### config.mk
export PLATFORM = sky130hd
export DESIGN_NAME = maxpool_scheduler
export DESIGN_NICKNAME = d
export VERILOG_FILES = /design/src/rtl/maxpool_pkg.sv /design/src/rtl/maxpool_addr_gen.sv /design/src/rtl/maxpool_scheduler.sv
export SDC_FILE = /design/constraint.sdc
export NUM_CORES = 1
export LEC_CHECK = 0
export BUFFER_PORTS_ARGS = -buffer_cell sky130_fd_sc_hd__buf_2
export CELL_PAD_IN_SITES_DETAIL_PLACEMENT = 0
export CELL_PAD_IN_SITES_GLOBAL_PLACEMENT = 1
export CORE_AREA = 2 2 115 89
export CTS_BUF_LIST = sky130_fd_sc_hd__clkbuf_16
export CTS_CLUSTER_SIZE = 20
export DETAILED_ROUTE_END_ITERATION = 8
export DIE_AREA = 0 0 117 91
export HOLD_SLACK_MARGIN = 0.08
export PLACE_DENSITY = 0.94
export SLEW_MARGIN = 25
export SYNTH_ARGS = -nofsm -noshare
export SYNTH_HDL_FRONTEND = slang
export SYNTH_SLANG_ARGS = --single-unit
### constraint.sdc
create_clock -name clk -period 4.9 [get_ports clk]
set_input_delay 1.47 -clock clk [delete_from_list [all_inputs] [get_ports clk]]
set_output_delay 1.47 -clock clk [all_outputs]
set_load 0.01 [all_outputs]
### src/rtl/maxpool_pkg.sv
// Shared definitions for the 2x2/stride-2 max-pool scheduler: default geometry,
// FSM state encoding and pooled-map dimension helpers.
package maxpool_pkg;

  localparam int IMG_W_DEF      = 26;
  localparam int IMG_H_DEF      = 26;
  localparam int DATA_W_DEF     = 8;
  localparam int ADDR_W_DEF     = 10;
  localparam int OUT_ADDR_W_DEF = 8;

  localparam int POOL_W    = IMG_W_DEF / 2;
  localparam int POOL_H    = IMG_H_DEF / 2;
  localparam int WIN_COUNT = POOL_W * POOL_H;

  typedef enum logic [2:0] {
    S_IDLE      = 3'd0,
    S_FETCH     = 3'd1,
    S_WAIT_RD   = 3'd2,
    S_POOL      = 3'd3,
    S_WAIT_POOL = 3'd4,
    S_WRITE     = 3'd5,
    S_ADVANCE   = 3'd6,
    S_DONE      = 3'd7
  } state_t;

  // Odd dimensions floor: the trailing row/column is never pooled.
  function automatic int pool_dim(input int n);
    return n / 2;
  endfunction

endpackage

### src/rtl/maxpool_addr_gen.sv
// Window walker: row/column counters, incrementally tracked top-left conv address,
// pooled output address and last-window flag. No multiplier anywhere.
module maxpool_addr_gen
  import maxpool_pkg::*;
#(
  parameter int IMG_W      = IMG_W_DEF,
  parameter int IMG_H      = IMG_H_DEF,
  parameter int ADDR_W     = ADDR_W_DEF,
  parameter int OUT_ADDR_W = OUT_ADDR_W_DEF
) (
  input  logic                  clk,
  input  logic                  rst,
  input  logic                  clear,
  input  logic                  step,
  output logic [ADDR_W-1:0]     base,
  output logic [OUT_ADDR_W-1:0] out_addr,
  output logic                  last
);

  localparam int PW = pool_dim(IMG_W);
  localparam int PH = pool_dim(IMG_H);
  localparam int CW = (PW > 1) ? $clog2(PW) : 1;
  localparam int RW = (PH > 1) ? $clog2(PH) : 1;
  // From the last window of a row to the first of the next; skips the unread odd column.
  localparam int ROW_STEP = 2 * IMG_W - 2 * (PW - 1);

  logic [CW-1:0] c;
  logic [RW-1:0] r;
  logic          c_last;

  assign c_last = (c == CW'(PW - 1));
  assign last   = c_last && (r == RW'(PH - 1));

  always_ff @(posedge clk) begin
    if (!rst || clear) begin
      c        <= '0;
      r        <= '0;
      base     <= '0;
      out_addr <= '0;
    end else if (step) begin
      out_addr <= out_addr + OUT_ADDR_W'(1);
      if (c_last) begin
        c    <= '0;
        r    <= r + RW'(1);
        base <= base + ADDR_W'(ROW_STEP);
      end else begin
        c    <= c + CW'(1);
        base <= base + ADDR_W'(2);
      end
    end
  end

endmodule

### src/rtl/maxpool_scheduler.sv
// 2x2/stride-2 max-pool sequencer: fetch window, hand to datapath, write result.
// Optional MAXPOOL_RELU_EN clamps negative results to zero before the write.
module maxpool_scheduler
  import maxpool_pkg::*;
#(
  parameter int IMG_W      = IMG_W_DEF,
  parameter int IMG_H      = IMG_H_DEF,
  parameter int DATA_W     = DATA_W_DEF,
  parameter int ADDR_W     = ADDR_W_DEF,
  parameter int OUT_ADDR_W = OUT_ADDR_W_DEF
) (
  input  logic                  clk,
  input  logic                  rst,
  input  logic                  start,
  output logic                  busy,
  output logic                  done,
  output logic [ADDR_W-1:0]     rd_addr0,
  output logic [ADDR_W-1:0]     rd_addr1,
  output logic [ADDR_W-1:0]     rd_addr2,
  output logic [ADDR_W-1:0]     rd_addr3,
  input  logic [DATA_W-1:0]     rd_data0,
  input  logic [DATA_W-1:0]     rd_data1,
  input  logic [DATA_W-1:0]     rd_data2,
  input  logic [DATA_W-1:0]     rd_data3,
  output logic [DATA_W-1:0]     pool_a,
  output logic [DATA_W-1:0]     pool_b,
  output logic [DATA_W-1:0]     pool_c,
  output logic [DATA_W-1:0]     pool_d,
  output logic                  pool_start,
  input  logic                  pool_done,
  input  logic [DATA_W-1:0]     pool_max,
  output logic                  wr_en,
  output logic [OUT_ADDR_W-1:0] wr_addr,
  output logic [DATA_W-1:0]     wr_data,
  input  logic                  wr_ready
);

  state_t                  state, state_nx;
  logic [ADDR_W-1:0]       base;
  logic [OUT_ADDR_W-1:0]   out_addr;
  logic                    last;
  logic                    clear, step;
  logic [DATA_W-1:0]       res, res_nx;

  maxpool_addr_gen #(
    .IMG_W(IMG_W), .IMG_H(IMG_H), .ADDR_W(ADDR_W), .OUT_ADDR_W(OUT_ADDR_W)
  ) u_addr_gen (
    .clk(clk), .rst(rst), .clear(clear), .step(step),
    .base(base), .out_addr(out_addr), .last(last)
  );

`ifdef MAXPOOL_RELU_EN
  assign res_nx = pool_max[DATA_W-1] ? '0 : pool_max;
`else
  assign res_nx = pool_max;
`endif

  always_ff @(posedge clk) begin
    if (!rst) begin
      state  <= S_IDLE;
      pool_a <= '0;
      pool_b <= '0;
      pool_c <= '0;
      pool_d <= '0;
      res    <= '0;
    end else begin
      state <= state_nx;
      if (state == S_WAIT_RD) begin
        pool_a <= rd_data0;
        pool_b <= rd_data1;
        pool_c <= rd_data2;
        pool_d <= rd_data3;
      end
      if (state == S_WAIT_POOL && pool_done) res <= res_nx;
    end
  end

  always_comb begin
    state_nx = state;
    case (state)
      S_IDLE:      if (start) state_nx = S_FETCH;
      S_FETCH:     state_nx = S_WAIT_RD;
      S_WAIT_RD:   state_nx = S_POOL;
      S_POOL:      state_nx = S_WAIT_POOL;
      S_WAIT_POOL: if (pool_done) state_nx = S_WRITE;
      S_WRITE:     if (wr_ready) state_nx = S_ADVANCE;
      S_ADVANCE:   state_nx = last ? S_DONE : S_FETCH;
      S_DONE:      state_nx = S_IDLE;
      default:     state_nx = S_IDLE;
    endcase
  end

  // Counters clear on accepted start so an aborted pass never leaks its position.
  assign clear = (state == S_IDLE) && start;
  assign step  = (state == S_ADVANCE) && !last;

  assign busy       = (state != S_IDLE) && (state != S_DONE);
  assign done       = (state == S_DONE);
  assign pool_start = (state == S_POOL);
  assign wr_en      = (state == S_WRITE);
  assign wr_addr    = wr_en ? out_addr : '0;
  assign wr_data    = wr_en ? res : '0;

  assign rd_addr0 = (state == S_FETCH) ? base                          : '0;
  assign rd_addr1 = (state == S_FETCH) ? base + ADDR_W'(1)             : '0;
  assign rd_addr2 = (state == S_FETCH) ? base + ADDR_W'(IMG_W)         : '0;
  assign rd_addr3 = (state == S_FETCH) ? base + ADDR_W'(IMG_W + 1)     : '0;

endmodule

==> summary.txt, run 1 <==
Detailed routing
  – Wirelength per Cell: between 10 and 15 microns
  – Routed wire length: between 9 and 10 mm
  – Number of nets with antenna violations after routing: 0
  – Initial DRC count: 223
  – Pre-antenna DRT Iters: 4
  – Via/cell ratio: between 4 and 5
  – DR vias: between 3,000 and 4,000
  – DR DRC count: 0

Worst setup path
  – Crit path required time: ~3.4 ns
  – Reg2reg start: state[2]
  – Crit path capture type: output port
  – Crit path DAT: roughly 2.3 ns
  – Crit-path max FO: 14
  – Reg2reg path depth: 5
  – CP startpoint: state[0]
  – CP Class: register to output port
  – Worst setup SP type: register

Clock tree
  – Clock Sinks: slightly below 70
  – Clk slew on worst S/H paths: 0.06 ns
  – CTS resizes: 0
  – # H-tree levels: 3
  – CTS Buffer Depth: 2
  – CTS tree: yes
  – Hold Buf Count CTS: 0
  – Clk root buf: clkbuf_16
  – CTS buffer count: 9
  – Setup repair bufs after CTS: 0
  – Worst-skew pair later-pin latency: about 0.32 ns

Placed design
  – Routability cong.: 0.815
  – Placed cell areas: 0.00403 sq mm
  – Port Buffers: 134
  – DP Wirelength: 6.37 mm

Pwr
  – Peak VDD IR: roughly 0.00015 V
  – Leak: 2.05 nW
  – PwrDens: about 320 mW/mm^2

Logic synthesis
  – Synth warn: 0
  – Synth top area cells: dfxtp_1 40%, nand2_1 8.7%, a21oi_1 7.1%
  – Ys flop type: dfxtp_1
  – Post-synth top area share: 0.397
  – Sequential element share of the synthesized area: 0.397
  – Post-synth EDFFs: 0
  – Cell Area, Synth: 0.00343 sq mm
  – Post-synth cell types: 45
  – Area leader, netlist: dfxtp_1
  – Asr flop ratio synth: 0
  – Gate Count Post-Synth: between 400 and 500
  – Seq cells post-synth: 68
  – Synth Area per Inst: approximately 7.8 sq um

Global route
  – Gr usage total: 0.171
  – Total gr overflow: 0
  – Initial antenna violation count: 0
  – Vias in the first global route: approximately 3,000
  – Pin count of the biggest net entering global routing: 43
  – First-pass GRT wire length: approximately 15 mm

Layout
  – Core Util, Final: 0.455
  – Ant diodes: 0
  – Nets: a little under 600
  – Area delta synth->final: 25.9%
  – Layout cells sized above 1: 0.295
  – Post-route cell area: about 0.0043 sq mm

Floorplanning
  – Die Y: 91 microns
  – Number of I/O pins: between 100 and 150
  – Die area: approximately 0.011 sq mm
  – DIE WIDTH: 117 microns
  – # rows: 31
  – Core box area: roughly 0.0095 sq mm
  – Starting density of the core: 0.361

Timing
  – Minimum clock period: 3.73 ns
  – Hold WS: between 0.4 and 0.5 ns
  – # setup viols final: 0
  – Achievable Freq: between 200 and 300 MHz
  – Fin crit share: 0.761
  – Worst slew pin tran: around 0.85 ns
  – Clock Skews: ~0.0050 ns
  – Max-slew violations: 0
  – Setup TNS Final: 0 ns
  – Slew headroom: 0.431
  – Hold Fails Final Rpt: 0
  – Unrepaired setup endpoints after global routing: false

Hold path
  – Worst hold stages: 2
  – Min-delay worst type: register to register
  – Hold_sp: pool_a[0]

Status
  – Status: complete, no violations

Job
  – Maxcap violations: 0
-- placed cells by master, fill, tap and decap left out, types with 2 or more instances in the layout --
cell        synthesis  final
dfxtp_1            68     68
and2_1              3      3
o21ai_0            10     10
nor3_1              9      8
xor2_1              7      7
clkinv_2            0      2
xnor2_1             5      5
clkinvlp_4          0      2
and3_1             30     30
a21oi_1            49     49
mux2i_1            16     16
o31ai_1             4      4
nor2b_1             2      2
nand3_1            12     12
nand4_1             4      4
a31o_2              2      2
ha_1                9      9
or3_1               3      3
nor2_1             33     33
a2111o_1            2      2
clkinv_1            1      2
o21ai_1             3      3
buf_2               9    134
or4_1               4      4
clkbuf_16           0      9
buf_4              21      5
nand2b_1            2      2
conb_1              1      2
inv_1              10     10
o21a_1              3      3
nand2_1            80     79
-- metal layers --
metal  global-route usage  up-vias  part of all wire
li1                     -     1665                 -
met1                0.231     1500              0.46
met2                0.265      109              0.47
met3               0.0421        8             0.054
met4               0.0588        0             0.013
met5                    0        -                 0
-- metrics by stage --
stage,worst slack (ns),power [mW],instances
4_1_cts,1.16,1.41,674
2_1_floorplan,1.75,0.718,439
3_3_place_gp,1.63,0.774,658
5_1_grt,0.888,1.46,674
6_report,1.17,1.40,674
3_5_place_dp,1.51,0.779,658
-- path summary, 6_finish.rpt --
path / endpoint / slack (ns)
setup / recovery: rd_addr3[9] / 1.17
hold / removal: pool_a[0] / 0.45
setup reg to reg: u_addr_gen.out_addr[7] / 2.07
hold reg to reg: pool_a[0] / 0.45
-- cells by family (layout without fill, tap and decap cells) --
family	after synthesis	after routing	share of synthesized area
AO/OA/AOI/OAI	81	81	0.135
XOR/XNOR	12	12	0.0306
adder cells (fa/ha/maj)	9	9	0.0328
buffers and inverters	63	166	0.0973
flip-flops	68	68	0.397
multiplexers	16	16	0.0466
other	1	2	0.00109
AND/OR/NAND/NOR	188	188	0.260
-- cell type report --
class / instances / area (sq um)
tap: 132 / 165
inverter: 11 / 41.3
fill: 929 / 5180
sequential: 68 / 1360
clock inverter: 7 / 67.6
clock buffer: 9 / 225
multi-input combinational: 308 / 1760
timing repair buffer: 139 / 708
-- cell usage after synthesis, types with 4 or more instances --
library cell   n
a21oi_1       49
and3_1        30
buf_2          9
buf_4         21
clkbuf_1      19
dfxtp_1       68
ha_1           9
inv_1         10
mux2i_1       16
nand2_1       80
nand3_1       12
nand4_1        4
nor2_1        33
nor3_1         9
o21ai_0       10
o31ai_1        4
or4_1          4
xnor2_1        5
xor2_1         7
-- critical path, cell delays in order (launching register included) --
cell and delay (ns):
dfxtp_1 0.59, nor2b_1 0.56, nand2_1 0.37, a21oi_1 0.25, buf_2 0.16
-- state kept, by name (all words and copies together), names as in the netlist --
| signal | flops |
|---|---|
| u_addr_gen.out_addr | 8 |
| state | 3 |
| pool_b | 8 |
| pool_a | 8 |
| pool_c | 8 |
| u_addr_gen.r | 4 |
| u_addr_gen.c | 4 |
| u_addr_gen.base | 9 |
| res | 8 |
| pool_d | 8 |
-- where the power goes --
| group | leakage, nW | internal, mW | switching (mW) | total, mW |
|---|---|---|---|---|
| Clock | 0.139 | 0.391 | 0.238 | 0.629 |
| Sequential | 0.550 | 0.574 | 0.0205 | 0.594 |
| Combinational | 1.36 | 0.0647 | 0.109 | 0.173 |
(Power assumes the default switching activity.)
==> run 2, diff against run 1 <==
--- a/config.mk
+++ b/config.mk
@@ -5,16 +5,17 @@
 export SDC_FILE = /design/constraint.sdc
 export NUM_CORES = 1
 export LEC_CHECK = 0
+export ABC_AREA = 1
 export BUFFER_PORTS_ARGS = -buffer_cell sky130_fd_sc_hd__buf_2
 export CELL_PAD_IN_SITES_DETAIL_PLACEMENT = 0
 export CELL_PAD_IN_SITES_GLOBAL_PLACEMENT = 1
-export CORE_AREA = 2 2 115 89
+export CORE_AREA = 2 2 121 94
 export CTS_BUF_LIST = sky130_fd_sc_hd__clkbuf_16
 export CTS_CLUSTER_SIZE = 20
 export DETAILED_ROUTE_END_ITERATION = 8
-export DIE_AREA = 0 0 117 91
+export DIE_AREA = 0 0 123 96
 export HOLD_SLACK_MARGIN = 0.08
-export PLACE_DENSITY = 0.94
+export PLACE_DENSITY = 0.88
 export SLEW_MARGIN = 25
 export SYNTH_ARGS = -nofsm -noshare
 export SYNTH_HDL_FRONTEND = slang
==> constraint.sdc (replaced) <==
create_clock -name clk -period 3.6 [get_ports clk]
set_input_delay 1.08 -clock clk [delete_from_list [all_inputs] [get_ports clk]]
set_output_delay 1.08 -clock clk [all_outputs]
set_load 0.01 [all_outputs]
==> run 2 against run 1 <==
Net effect:
- final area up 1.5%
- highest routed layer unchanged
- setup slack worse by 0.63 ns
- final cell count increased by 8.3%
- worst hold slack got worse by 0.0018 ns
- total power is 49% higher
- combinational power up 90%
- core utilization fell by 4.3 points
- first-iteration DRC count fell by 37%
- global-route usage down 1.8 points
==> summary.txt, run 2 <==
Layout
  – Area delta synth->final: 24.9%
  – Commonest non-fill, non-tap cells in the layout: 134 x buf_2, 107 x nor2_1, 68 x dfxtp_1
  – Most common cell after layout, fill and taps aside: buf_2
  – Ant diodes: 0 (unchanged)
  – Most flop-heavy register: u_addr_gen.base
  – Layout cells sized above 1: 0.331 (+0.0353)
  – Nets: 640 (+8.3%)
  – Core Util, Final: 0.412 (-0.0430)
  – Max FFs per register: 9 (unchanged)
  – Finished Layout Cells: 730 (+8.3%)

Timing
  – Minimum clock period: slightly above 3 ns
  – Worst slew pin tran: 0.926 ns (+0.0736 ns)
  – Achievable Freq: approximately 330 MHz
  – Setup ws final: 0.542 ns (-0.629 ns)
  – Fin crit share: 0.849
  – Hold Fails Final Rpt: 0 (unchanged)
  – Setup TNS Final: 0 ns (unchanged)
  – Slew headroom: 0.382 (-0.0490)
  – Max-slew violations: 0 (unchanged)
  – Clock Skews: 0.00636 ns (+0.00140 ns)
  – # setup viols final: 0 (unchanged)
  – Unrepaired setup endpoints after global routing: false

Worst setup path
  – Crit path required time: 2.52 ns (-0.91 ns)
  – Worst path slowest cell: dfxtp_1
  – Worst setup SP type: register
  – Sequence of cells on the critical path: inv_1 -> ha_1 -> a21oi_1 -> nand2_1 -> nand3_1 -> o21ai_0 -> a21oi_1 -> buf_2
  – Crit path DAT: 1.98 ns (-0.28 ns)
  – Crit-path max FO: 6 (-8)
  – Crit path capture type: output port
  – CP peak stage delay: 0.41 ns (-0.18 ns)
  – CP Class: register to output port
  – Worst path most repeated cell: a21oi_1

Clock tree
  – CTS Buffer Depth: 2 (unchanged)
  – CTS tree: yes
  – Clock Sinks: 68 (unchanged)
  – Worst-skew pair later-pin latency: 0.32 ns (about the same)
  – Clk root buf: clkbuf_16
  – CTS resizes: 0 (unchanged)
  – CTS buffer count: 9 (unchanged)
  – Setup repair bufs after CTS: 0 (unchanged)
  – # H-tree levels: 3 (unchanged)
  – Clk slew on worst S/H paths: 0.05 ns (about the same)
  – Hold Buf Count CTS: 0 (unchanged)

Logic synthesis
  – Synth Area in Adders: 0.0321 (-0.000748)
  – Sequential element share of the synthesized area: 0.387 (-0.00904)
  – Post-synth cell types: 37 (-18%)
  – Synth top area cells: dfxtp_1 39%, nor2_1 11%, o21ai_0 7.1%
  – Synth Area per Inst: 7.37 sq um (-6.0%)
  – Ys flop type: dfxtp_1
  – XOR/XNOR share of the synthesized area: 0.00748 (-0.0231)
  – Commonest cells post-synth: 107 x nor2_1, 68 x dfxtp_1, 50 x o21ai_0
  – Post-synth EDFFs: 0 (unchanged)
  – Asr flop ratio synth: 0 (unchanged)
  – Count leader, synth: nor2_1
  – Area leader, netlist: dfxtp_1
  – Largest family of logic cells by synthesized area: simple AND/OR/NAND/NOR gates
  – Post-synth top area share: 0.387 (-0.00904)
  – Gate Count Post-Synth: 477 (+8.9%)
  – Synth warn: 0 (unchanged)
  – Post-synthesis simple-gate area fraction: 0.260 (+0.000488)
  – Seq cells post-synth: 68 (unchanged)
  – Cell Area, Synth: 0.00351 sq mm (+2.3%)
  – Mux share of post-synthesis cell area: 0 (-0.0466)
  – Synth Area in Compound Gates: 0.168 (+0.0332)

Detailed routing
  – Wirelength per Cell: 11.8 microns (-12%)
  – Initial DRC count: 141 (-37%)
  – DR vias: 3,317 (+1.1%)
  – DR DRC count: 0 (unchanged)
  – Routed wire length: 8.64 mm (-4.8%)
  – Pre-antenna DRT Iters: 4 (unchanged)
  – Number of nets with antenna violations after routing: 0 (unchanged)
  – Via/cell ratio: 4.54 (-6.7%)

Global route
  – Total gr overflow: 0 (unchanged)
  – Pin count of the biggest net entering global routing: 44 (+2.3%)
  – First-pass GRT wire length: 14.5 mm (-0.38%)
  – Met1 GRT Util: 0.189 (-0.0417)
  – Vias in the first global route: 3,134 (+4.8%)
  – GRT busiest layer: met2
  – Gr usage total: 0.153 (-0.0182)
  – Global routing usage on met3: 0.0480 (+0.00593)
  – Initial antenna violation count: 0 (unchanged)
  – Met2 global-route usage: 0.251 (-0.0140)

Floorplanning
  – Starting density of the core: 0.330 (-0.0315)
  – # rows: 33 (+6.5%)
  – Die area: 0.0118 sq mm (+11%)
  – Die Y: 96 microns (+5.5%)
  – DIE WIDTH: 123 microns (+5.1%)
  – Number of I/O pins: 137 (unchanged)
  – Core box area: 0.0107 sq mm (+12%)

Job
  – Maxcap violations: 0 (unchanged)

Hold path
  – Min-delay worst type: register to register

Pwr
  – PwrDens: 474 mW/mm^2 (+47%)
  – Leak: 2.11 nW (+3.1%)
  – Peak VDD IR: 0.000250 V (+62%)

Placed design
  – Port Buffers: 134 (unchanged)
  – Placed Cells: 715 (+8.7%)
  – Pre-CTS setup slack: 0.864 ns (-0.647 ns)
  – DP Wirelength: 6.42 mm (+0.72%)
  – Routability cong.: 0.797 (-2.2%)

Status
  – Status: complete, no violations
## run 2: changes by cell type in the layout (fill, tap and decap cells not counted), moves of 5 or more
cell / change
xnor2_1: -5
nand2_1: -31
nor3_1: -5
a21oi_2: +7
inv_2: +5
nor2_2: +7
and3_1: -30
inv_1: +39
nor2_1: +74
o21ai_0: +40
o21ai_2: +7
mux2i_1: -16
a21oi_1: -17
## run 2: kinds of logic after synthesis
logic type / count (synthesis)
and+or+nand+nor: 198
AOI/OAI and AO/OA: 104
buffers and inverters: 94
DFF: 68
adders and majority gates: 9
xor gates and xnor gates: 3
other: 1
## run 2: routing by layer
layer,vias up,routed length (microns)
met1,1505,3960
li1,1706,-
met3,11,580
met2,95,3980
met5,-,0
met4,0,131
## run 2: cell type report
type	count	area (sq um)
inverters	55	209
well taps	140	175
fillers	1120	6260
multi-input cells	316	1650
clock buffers	9	225
repair buffers	136	686
clock inverters	6	80.1
flip-flops and latches	68	1360
## run 2: power by group
part	switching, mW	internal, mW	leakage, nW
Clock	0.313	0.596	0.146
Combinational	0.210	0.118	1.41
Sequential	0.0337	0.809	0.551
## run 2: through the flow
| stage | power (mW) | hold slack [ns] | area [sq um] |
|---|---|---|---|
| 4_1_cts | 2.11 | 0.455 | 4390 |
| 3_5_place_dp | 1.19 | 0.446 | 4080 |
| 3_3_place_gp | 1.18 | 0.438 | 4080 |
| 5_1_grt | 2.18 | 0.485 | 4390 |
| 6_report | 2.08 | 0.450 | 4390 |
| 2_1_floorplan | 1.09 | 0.429 | 3520 |
## run 2: path summary, 6_finish.rpt
check	slack, ns	end	cells past startpoint	startpoint
worst max-delay path	0.54	rd_addr2[8]	8	u_addr_gen.base[3]
worst min-delay path	0.45	res[6]	2	res[6]
worst max register to register	1.67	pool_c[7]	5	state[2]
worst min register to register	0.45	res[6]	2	res[6]
## run 2: worst max-delay path: cells and delay by family (launching register included)
family / cells / cell delay (ns)
AOI/OAI and AO/OA: 3 / 0.49
adders and majority gates: 1 / 0.19
buffers and inverters: 2 / 0.30
DFF: 1 / 0.41
and+or+nand+nor: 2 / 0.26
